`config.mk`:
```
export PLATFORM = sky130hd
export DESIGN_NAME = instr_loader_flat
export DESIGN_NICKNAME = d
export VERILOG_FILES = /design/src/rtl/instr_loader_pkg.sv /design/src/rtl/instr_loader_if.sv /design/src/rtl/instr_loader_word_packer.sv /design/src/rtl/instr_loader.sv /design/src/flat_wrapper.sv
export SDC_FILE = /design/constraint.sdc
export NUM_CORES = 1
export LEC_CHECK = 0
export CORE_MARGIN = 4
export CORE_UTILIZATION = 59
export CTS_BUF_LIST = sky130_fd_sc_hd__clkbuf_4
export DETAILED_ROUTE_END_ITERATION = 12
export PLACE_DENSITY = 0.95
export SLEW_MARGIN = 20
export SYNTH_ARGS = -nofsm -noshare
export SYNTH_HDL_FRONTEND = slang
export SYNTH_HIERARCHICAL = 1
export SYNTH_SLANG_ARGS = --single-unit
```
`constraint.sdc`:
```
create_clock -name Clk -period 7.06 [get_ports Clk]
set_clock_uncertainty 0.05 [all_clocks]
set_input_delay 1.412 -clock Clk [delete_from_list [all_inputs] [get_ports Clk]]
set_output_delay 1.412 -clock Clk [all_outputs]
set_load 0.05 [all_outputs]
```
`src/rtl/instr_loader_pkg.sv`:
```
// Shared types and constants for the instruction RAM loader.
package instr_loader_pkg;

  typedef enum logic [2:0] {
    IDLE,
    LEN_HI,
    LEN_LO,
    DATA,
    WRITE,
    CSUM,
    DONE,
    ERR
  } state_t;

  localparam int   BYTES_PER_WORD = 4;
  localparam logic RAM_WRITE      = 1'b0;
  localparam logic RAM_READ       = 1'b1;

endpackage

```
`src/rtl/instr_loader_if.sv`:
```
// Byte stream in, RAM_i write port and status out. master = loader, slave = host/RAM side.
interface instr_loader_if #(
  parameter int ADDR_W = 16
);
  logic              Start;
  logic [7:0]        Byte_in;
  logic              Byte_valid;
  logic              Byte_ready;
  logic              Enable_i;
  logic              RW_ram_i;
  logic [ADDR_W-1:0] Address_in_i;
  logic [31:0]       In_i;
  logic              Busy;
  logic              Done;
  logic              Error;
  logic [ADDR_W-1:0] Word_count;

  modport master (
    input  Start, Byte_in, Byte_valid,
    output Byte_ready, Enable_i, RW_ram_i, Address_in_i, In_i,
           Busy, Done, Error, Word_count
  );

  modport slave (
    output Start, Byte_in, Byte_valid,
    input  Byte_ready, Enable_i, RW_ram_i, Address_in_i, In_i,
           Busy, Done, Error, Word_count
  );
endinterface

```
`src/rtl/instr_loader_word_packer.sv`:
```
// Packs a big-endian byte stream into 32-bit words; word/word_full are valid in the cycle
// the last byte of a word is shifted in.
module word_packer
  import instr_loader_pkg::*;
(
  input  logic        clk,
  input  logic        rst,
  input  logic        clr,
  input  logic        shift_en,
  input  logic [7:0]  byte_in,
  output logic [31:0] word,
  output logic        word_full
);

  logic [BYTES_PER_WORD-2:0][7:0] held_q;
  logic [1:0]                     idx_q;

  always_ff @(posedge clk) begin
    if (rst || clr) begin
      held_q <= '0;
      idx_q  <= '0;
    end else if (shift_en) begin
      held_q <= {held_q[BYTES_PER_WORD-3:0], byte_in};
      idx_q  <= idx_q + 2'd1;
    end
  end

  // Oldest byte lands in the MSBs; the word is presented combinationally with the final byte.
  assign word      = {held_q, byte_in};
  assign word_full = shift_en && (idx_q == 2'(BYTES_PER_WORD - 1));

endmodule

```
`src/rtl/instr_loader.sv`:
```
// Boot loader writing a length-prefixed byte stream into RAM_i as 32-bit words.
// Optional trailing checksum byte: define INSTR_LOADER_CHECKSUM_EN.
module instr_loader
  import instr_loader_pkg::*;
#(
  parameter int ADDR_W = 16,
  parameter int DEPTH  = 256
) (
  input logic            Clk,
  input logic            Reset,
  instr_loader_if.master bus
);

  state_t            state_q, state_d;
  logic [7:0]        len_hi_q;
  logic [15:0]       len_q;
  logic [ADDR_W-1:0] wc_q;
  logic [ADDR_W-1:0] addr_q;
  logic [31:0]       data_q;

  logic        xfer;
  logic        start_ok;
  logic        shift_en;
  logic        word_full;
  logic        last_word;
  logic [31:0] pack_word;
  logic [15:0] len_rx;

  assign xfer      = bus.Byte_valid && bus.Byte_ready;
  assign start_ok  = bus.Start && (state_q inside {IDLE, DONE, ERR});
  assign shift_en  = (state_q == DATA) && xfer;
  assign len_rx    = {len_hi_q, bus.Byte_in};
  assign last_word = (wc_q == ADDR_W'(len_q));

`ifdef INSTR_LOADER_CHECKSUM_EN
  localparam state_t TAIL = CSUM;
  logic [7:0] csum_q;

  always_ff @(posedge Clk) begin
    if (Reset || start_ok) csum_q <= '0;
    else if (shift_en)     csum_q <= csum_q + bus.Byte_in;
  end
`else
  localparam state_t TAIL = DONE;
`endif

  word_packer u_packer (
    .clk       (Clk),
    .rst       (Reset),
    .clr       (start_ok),
    .shift_en  (shift_en),
    .byte_in   (bus.Byte_in),
    .word      (pack_word),
    .word_full (word_full)
  );

  always_comb begin
    state_d = state_q;
    case (state_q)
      IDLE, DONE, ERR: if (bus.Start) state_d = LEN_HI;
      LEN_HI:          if (xfer) state_d = LEN_LO;
      LEN_LO: begin
        if (xfer) begin
          // Length is range-checked before any write, so the address can never wrap.
          if (len_rx == 16'd0)                 state_d = TAIL;
          else if (32'(len_rx) > 32'(DEPTH))   state_d = ERR;
          else                                 state_d = DATA;
        end
      end
      DATA:            if (word_full) state_d = WRITE;
      WRITE:           state_d = last_word ? TAIL : DATA;
`ifdef INSTR_LOADER_CHECKSUM_EN
      CSUM:            if (xfer) state_d = (bus.Byte_in == csum_q) ? DONE : ERR;
`endif
      default:         state_d = IDLE;
    endcase
  end

  always_ff @(posedge Clk) begin
    if (Reset) begin
      state_q  <= IDLE;
      len_hi_q <= '0;
      len_q    <= '0;
      wc_q     <= '0;
      addr_q   <= '0;
      data_q   <= '0;
    end else begin
      state_q <= state_d;
      if (start_ok) wc_q <= '0;
      if (state_q == LEN_HI && xfer) len_hi_q <= bus.Byte_in;
      if (state_q == LEN_LO && xfer) len_q    <= len_rx;
      // Address/data are captured with the 4th byte so the WRITE cycle presents them registered.
      if (word_full) begin
        addr_q <= wc_q;
        data_q <= pack_word;
        wc_q   <= wc_q + ADDR_W'(1);
      end
    end
  end

  assign bus.Byte_ready   = state_q inside {LEN_HI, LEN_LO, DATA, CSUM};
  assign bus.Busy         = !(state_q inside {IDLE, DONE, ERR});
  assign bus.Done         = (state_q == DONE);
  assign bus.Error        = (state_q == ERR);
  assign bus.Enable_i     = (state_q == WRITE);
  assign bus.RW_ram_i     = (state_q == WRITE) ? RAM_WRITE : RAM_READ;
  assign bus.Address_in_i = addr_q;
  assign bus.In_i         = data_q;
  assign bus.Word_count   = wc_q;

endmodule

```
`src/flat_wrapper.sv`:
```
// flat-port wrapper written by rule: the top's interface ports become plain ports
module instr_loader_flat import instr_loader_pkg::*;
#(
  parameter int ADDR_W = 16,
  parameter int DEPTH  = 256
)
  (Clk, Reset, bus_Start, bus_Byte_in, bus_Byte_valid, bus_Byte_ready, bus_Enable_i, bus_RW_ram_i, bus_Address_in_i, bus_In_i, bus_Busy, bus_Done, bus_Error, bus_Word_count);
  instr_loader_if #(.ADDR_W(ADDR_W)) bus_i ();
  input logic Clk;
  input logic Reset;
  input wire logic [$bits(bus_i.Start)-1:0] bus_Start;
  input wire logic [$bits(bus_i.Byte_in)-1:0] bus_Byte_in;
  input wire logic [$bits(bus_i.Byte_valid)-1:0] bus_Byte_valid;
  output wire logic [$bits(bus_i.Byte_ready)-1:0] bus_Byte_ready;
  output wire logic [$bits(bus_i.Enable_i)-1:0] bus_Enable_i;
  output wire logic [$bits(bus_i.RW_ram_i)-1:0] bus_RW_ram_i;
  output wire logic [$bits(bus_i.Address_in_i)-1:0] bus_Address_in_i;
  output wire logic [$bits(bus_i.In_i)-1:0] bus_In_i;
  output wire logic [$bits(bus_i.Busy)-1:0] bus_Busy;
  output wire logic [$bits(bus_i.Done)-1:0] bus_Done;
  output wire logic [$bits(bus_i.Error)-1:0] bus_Error;
  output wire logic [$bits(bus_i.Word_count)-1:0] bus_Word_count;
  assign bus_i.Start = bus_Start;
  assign bus_i.Byte_in = bus_Byte_in;
  assign bus_i.Byte_valid = bus_Byte_valid;
  assign bus_Byte_ready = bus_i.Byte_ready;
  assign bus_Enable_i = bus_i.Enable_i;
  assign bus_RW_ram_i = bus_i.RW_ram_i;
  assign bus_Address_in_i = bus_i.Address_in_i;
  assign bus_In_i = bus_i.In_i;
  assign bus_Busy = bus_i.Busy;
  assign bus_Done = bus_i.Done;
  assign bus_Error = bus_i.Error;
  assign bus_Word_count = bus_i.Word_count;
  instr_loader #(.ADDR_W(ADDR_W), .DEPTH(DEPTH)) u_core (.Clk(Clk), .Reset(Reset), .bus(bus_i));
endmodule
```
==> run_results.csv <==
group,metric,value,unit
global_routing,grt_max_degree,94,
clocking,clk_latency,510,ps
drt,drtIter0Drc,338,
worst_setup_path,r2r_slack,3230,ps
timing,fin_crit,4523,ps
worst_setup_path,reg2reg_from,"u_core/state_q[1]",
power,seq_power_share,0.527,
drt,vias,4027,
worst_setup_path,reg2regPathDepth,9,
timing,rsz0062_at_grt,"false",
yosys,synth_top_family_by_area,"simple AND/OR/NAND/NOR gates",
timing,setup_tns,0,ps
worst_setup_path,path_cells,"clkdlybuf4s50_1 > nand2_1 > nor2_4 > and2_4 > buf_4 > nor3b_1 > o21a_1 > a2111o_1 > a211oi_1 > a21o_1",
worst_setup_path,critPathLaunchType,"input pin",
power,p_int,0.9358,mW
min_path,hp-class,"reg -> reg",
final_layout,n_fill_cell,536,
yosys,synth_top_area_frac,0.4814,
clocking,htreeDepth,4,
timing,setup_viol,0,
worst_setup_path,r2r-end,"u_core/state_q[2]",
yosys,synth-xor-area-share,0.04680,
drt,vias_per_cell,5.720,
yosys,synth_area,4866,um2
min_path,whs_endpoint,"u_core/len_q[14]",
clocking,cts_buffers,17,
run,maxCapViolCount,0,
timing,worst_pin_slew,998.2,ps
final_layout,regArea,2342,um2
clocking,path_clk_slew,100,ps
min_path,worstHoldStart,"u_core/len_q[14]",
yosys,synth_compound_area_frac,0.07303,
yosys,synth_edf_count,0,
drt,wl_per_cell,16.07,um
worst_setup_path,path_class,"in -> reg",
yosys,synth.most_common_cell,"dfxtp_1",
yosys,synth_cell_types,47,
yosys,syn_inst,531,
timing,fin_crit_sh,0.6406,
timing,slew_headroom,0.3330,
power,vdd_drop_max,0.1401,mV
clocking,postCtsSetupBuffers,0,
yosys,async_reset_ff_frac,0,
floorplan,dieHeight,98.82,um
yosys,yosys.area_share.adder,0.005143,
floorplan,coreArea,7888,um2
floorplan,io_pins,82,
floorplan,die-area,9764,um2
power,p_per_area,229.4,nW/um2
final_layout,multi_input_area,2251,um2
floorplan,die_w,98.82,um
global_routing,grt_pass1_vias,3826,
yosys,synth_nets,545,
yosys,yosys.area.top_type,"dfxtp_1",
global_routing,antenna_found_initial,0,
yosys,synthMuxAreaShare,0.1504,
drt,drcViolationCount,0,
clocking,clkSinkCount,117,
power,power.switching,0.3976,mW
final_layout,drive_above_1_share,0.06312,
clocking,cts_tree,"done",
min_path,holdPathStages,2,
clocking,cts_buffer_depth,2,
yosys,ys_warn_count,6,
worst_setup_path,required,7470,ps
yosys,avgSynthCellArea,9.164,um2
place,place_area,5568,um2
floorplan,start_util,0.6169,
yosys,yosys.area_share.simple,0.1851,
worst_setup_path,end_kind,"flop",
power,leakagePower,2.034,nW
worst_setup_path,cp-startpoint,"bus_Byte_valid",
yosys,yosysSeqAreaShare,0.4814,
yosys,netlist_top_cells_count,"dfxtp_1 (117), nor2_1 (84), mux2i_1 (72)",
worst_setup_path,slowest_stage,"nor2_4",
worst_setup_path,crit_arrival,4930,ps
yosys,synthFlopType,"dfxtp_1",
power,netSwitchingFraction,0.2982,
final_layout,antenna_cells,0,
final_layout,final_area,5813,um2
place,dp_hpwl,7450,um
worst_setup_path,path_max_fanout,56,
outcome,status,"finished, final reports clean",
yosys,synth_area_leaders,"dfxtp_1 (48%), mux2i_1 (15%), nor2_1 (6.5%)",
global_routing,overflow,0,
timing,hold_viol,0,
clocking,postCtsHoldBufs,0,
timing,fmax,0.2211,GHz
drt,first_pass_iters,6,
drt,drtAntennaViolNets,0,
timing,final_max_slew_viol_count,0,
global_routing,grt_pass1_wl,18440,um
final_layout,final_net_count,605,
yosys,synth_seq_cells,117,
power,clock_power_share,0.328,
final_layout,area_delta_synth_final,19.47,%
place,port_buffers,81,
worst_setup_path,crit_path_max_incr_delay,790,ps
place,gp_congestion,0.8804,
floorplan,rows,32,
global_routing,grt_util_all_layers,0.2330,
drt,routed_wl,11310,um
clocking,root_buffer,"clkbuf_4",
clocking,cts_resized,0,
power,combPwrFrac,0.145,
-- area by class of cell --
type,count,share of cell area
Sequential cell,117,0.4029
Multi-Input combinational cell,365,0.3872
Timing Repair Buffer,83,0.1412
Clock buffer,17,0.02195
Tap cell,102,0.02195
Clock inverter,13,0.02023
Inverter,7,0.004520
-- worst max-delay path, delay by kind of cell --
| family | cells | cell delay [ps] |
|---|---|---|
| AND/OR/NAND/NOR | 4 | 1410 |
| AO/OA/AOI/OAI | 4 | 790 |
| buffers and inverters | 2 | 1230 |
-- flip-flops by register name (all words and copies together) (netlist names) --
signal                   cells
u_core/len_q                16
u_core/len_hi_q              8
u_core/u_packer/word        24
u_core/bus.In_i             32
u_core/state_q               3
u_core/bus.Address_in_i     16
u_core/u_packer/idx_q        2
u_core/bus.Word_count       16
-- routing by layer --
metal / global-route usage / part of all wire
met1: 0.2804 / 0.42
met2: 0.3946 / 0.49
met3: 0.07219 / 0.081
met4: 0.07878 / 0.016
met5: 0 / 0
-- metrics by stage --
step	std cells	hold slack [ps]	worst slack (ps)	utilization	power, mW
floorplan	531	394.7	3074	-	0.8642
global placement	674	406.3	2180	0.7059	0.8982
detailed placement	674	414.3	2103	0.7059	0.9050
CTS	704	427.6	2646	0.7370	1.335
global route	704	449.3	2384	0.7370	1.387
finish	704	428.0	2537	0.7370	1.333
-- cells by family (layout without fill, tap and decap cells) --
group | count (synthesis) | count (layout)
and+or+nand+nor | 204 | 204
DFF | 117 | 117
muxes | 73 | 73
AOI/OAI and AO/OA | 60 | 60
buffers and inverters | 49 | 120
xor gates and xnor gates | 26 | 26
adders and majority gates | 2 | 2
-- power groups by stage --
| stage | registers [mW] | clock network, mW | logic [mW] |
|---|---|---|---|
| 3_3_place_gp | 0.714 | 0 | 0.184 |
| 4_1_cts | 0.701 | 0.443 | 0.191 |
| 2_1_floorplan | 0.702 | 0 | 0.163 |
| 3_5_place_dp | 0.715 | 0 | 0.189 |
| 5_1_grt | 0.706 | 0.472 | 0.208 |
| 6_report | 0.702 | 0.437 | 0.194 |
-- how the worst max path moves through the flow --
stage | endpoint | slack (ps) | cells after the start
after floorplan | bus_RW_ram_i | 3070 | 3
after global placement | u_core/state_q[2] | 2180 | 10
after detailed placement | u_core/state_q[2] | 2100 | 10
after CTS | u_core/state_q[2] | 2650 | 10
after global routing | u_core/state_q[2] | 2380 | 10
final | u_core/state_q[2] | 2540 | 10
-- placed cells by master, fill, tap and decap left out, types with 2 or more instances in the layout --
cell type / netlist / routed
dfxtp_1: 117 / 117
nor2_1: 84 / 83
clkdlybuf4s50_1: 0 / 80
mux2i_1: 72 / 72
nand2_1: 69 / 69
a21oi_1: 37 / 37
xor2_1: 21 / 21
clkbuf_4: 0 / 17
nand3_1: 10 / 10
nor4_1: 8 / 8
nor3_1: 7 / 7
inv_1: 6 / 6
clkinv_1: 1 / 5
xnor2_1: 5 / 5
clkinv_2: 0 / 4
nand4_1: 4 / 4
o211ai_1: 4 / 4
clkinvlp_4: 0 / 3
and3_1: 3 / 3
or3_2: 3 / 3
bufinv_16: 0 / 2
nor3b_1: 2 / 2
nand2b_1: 2 / 2
and2_1: 3 / 2
o22ai_1: 2 / 2
o21ai_0: 2 / 2
nor2b_1: 2 / 2
a2111oi_0: 2 / 2
o21a_1: 2 / 2
a21o_1: 2 / 2
or2_1: 2 / 2
a211oi_1: 2 / 2
ha_1: 2 / 2
buf_4: 9 / 2
(Power assumes the default switching activity.)
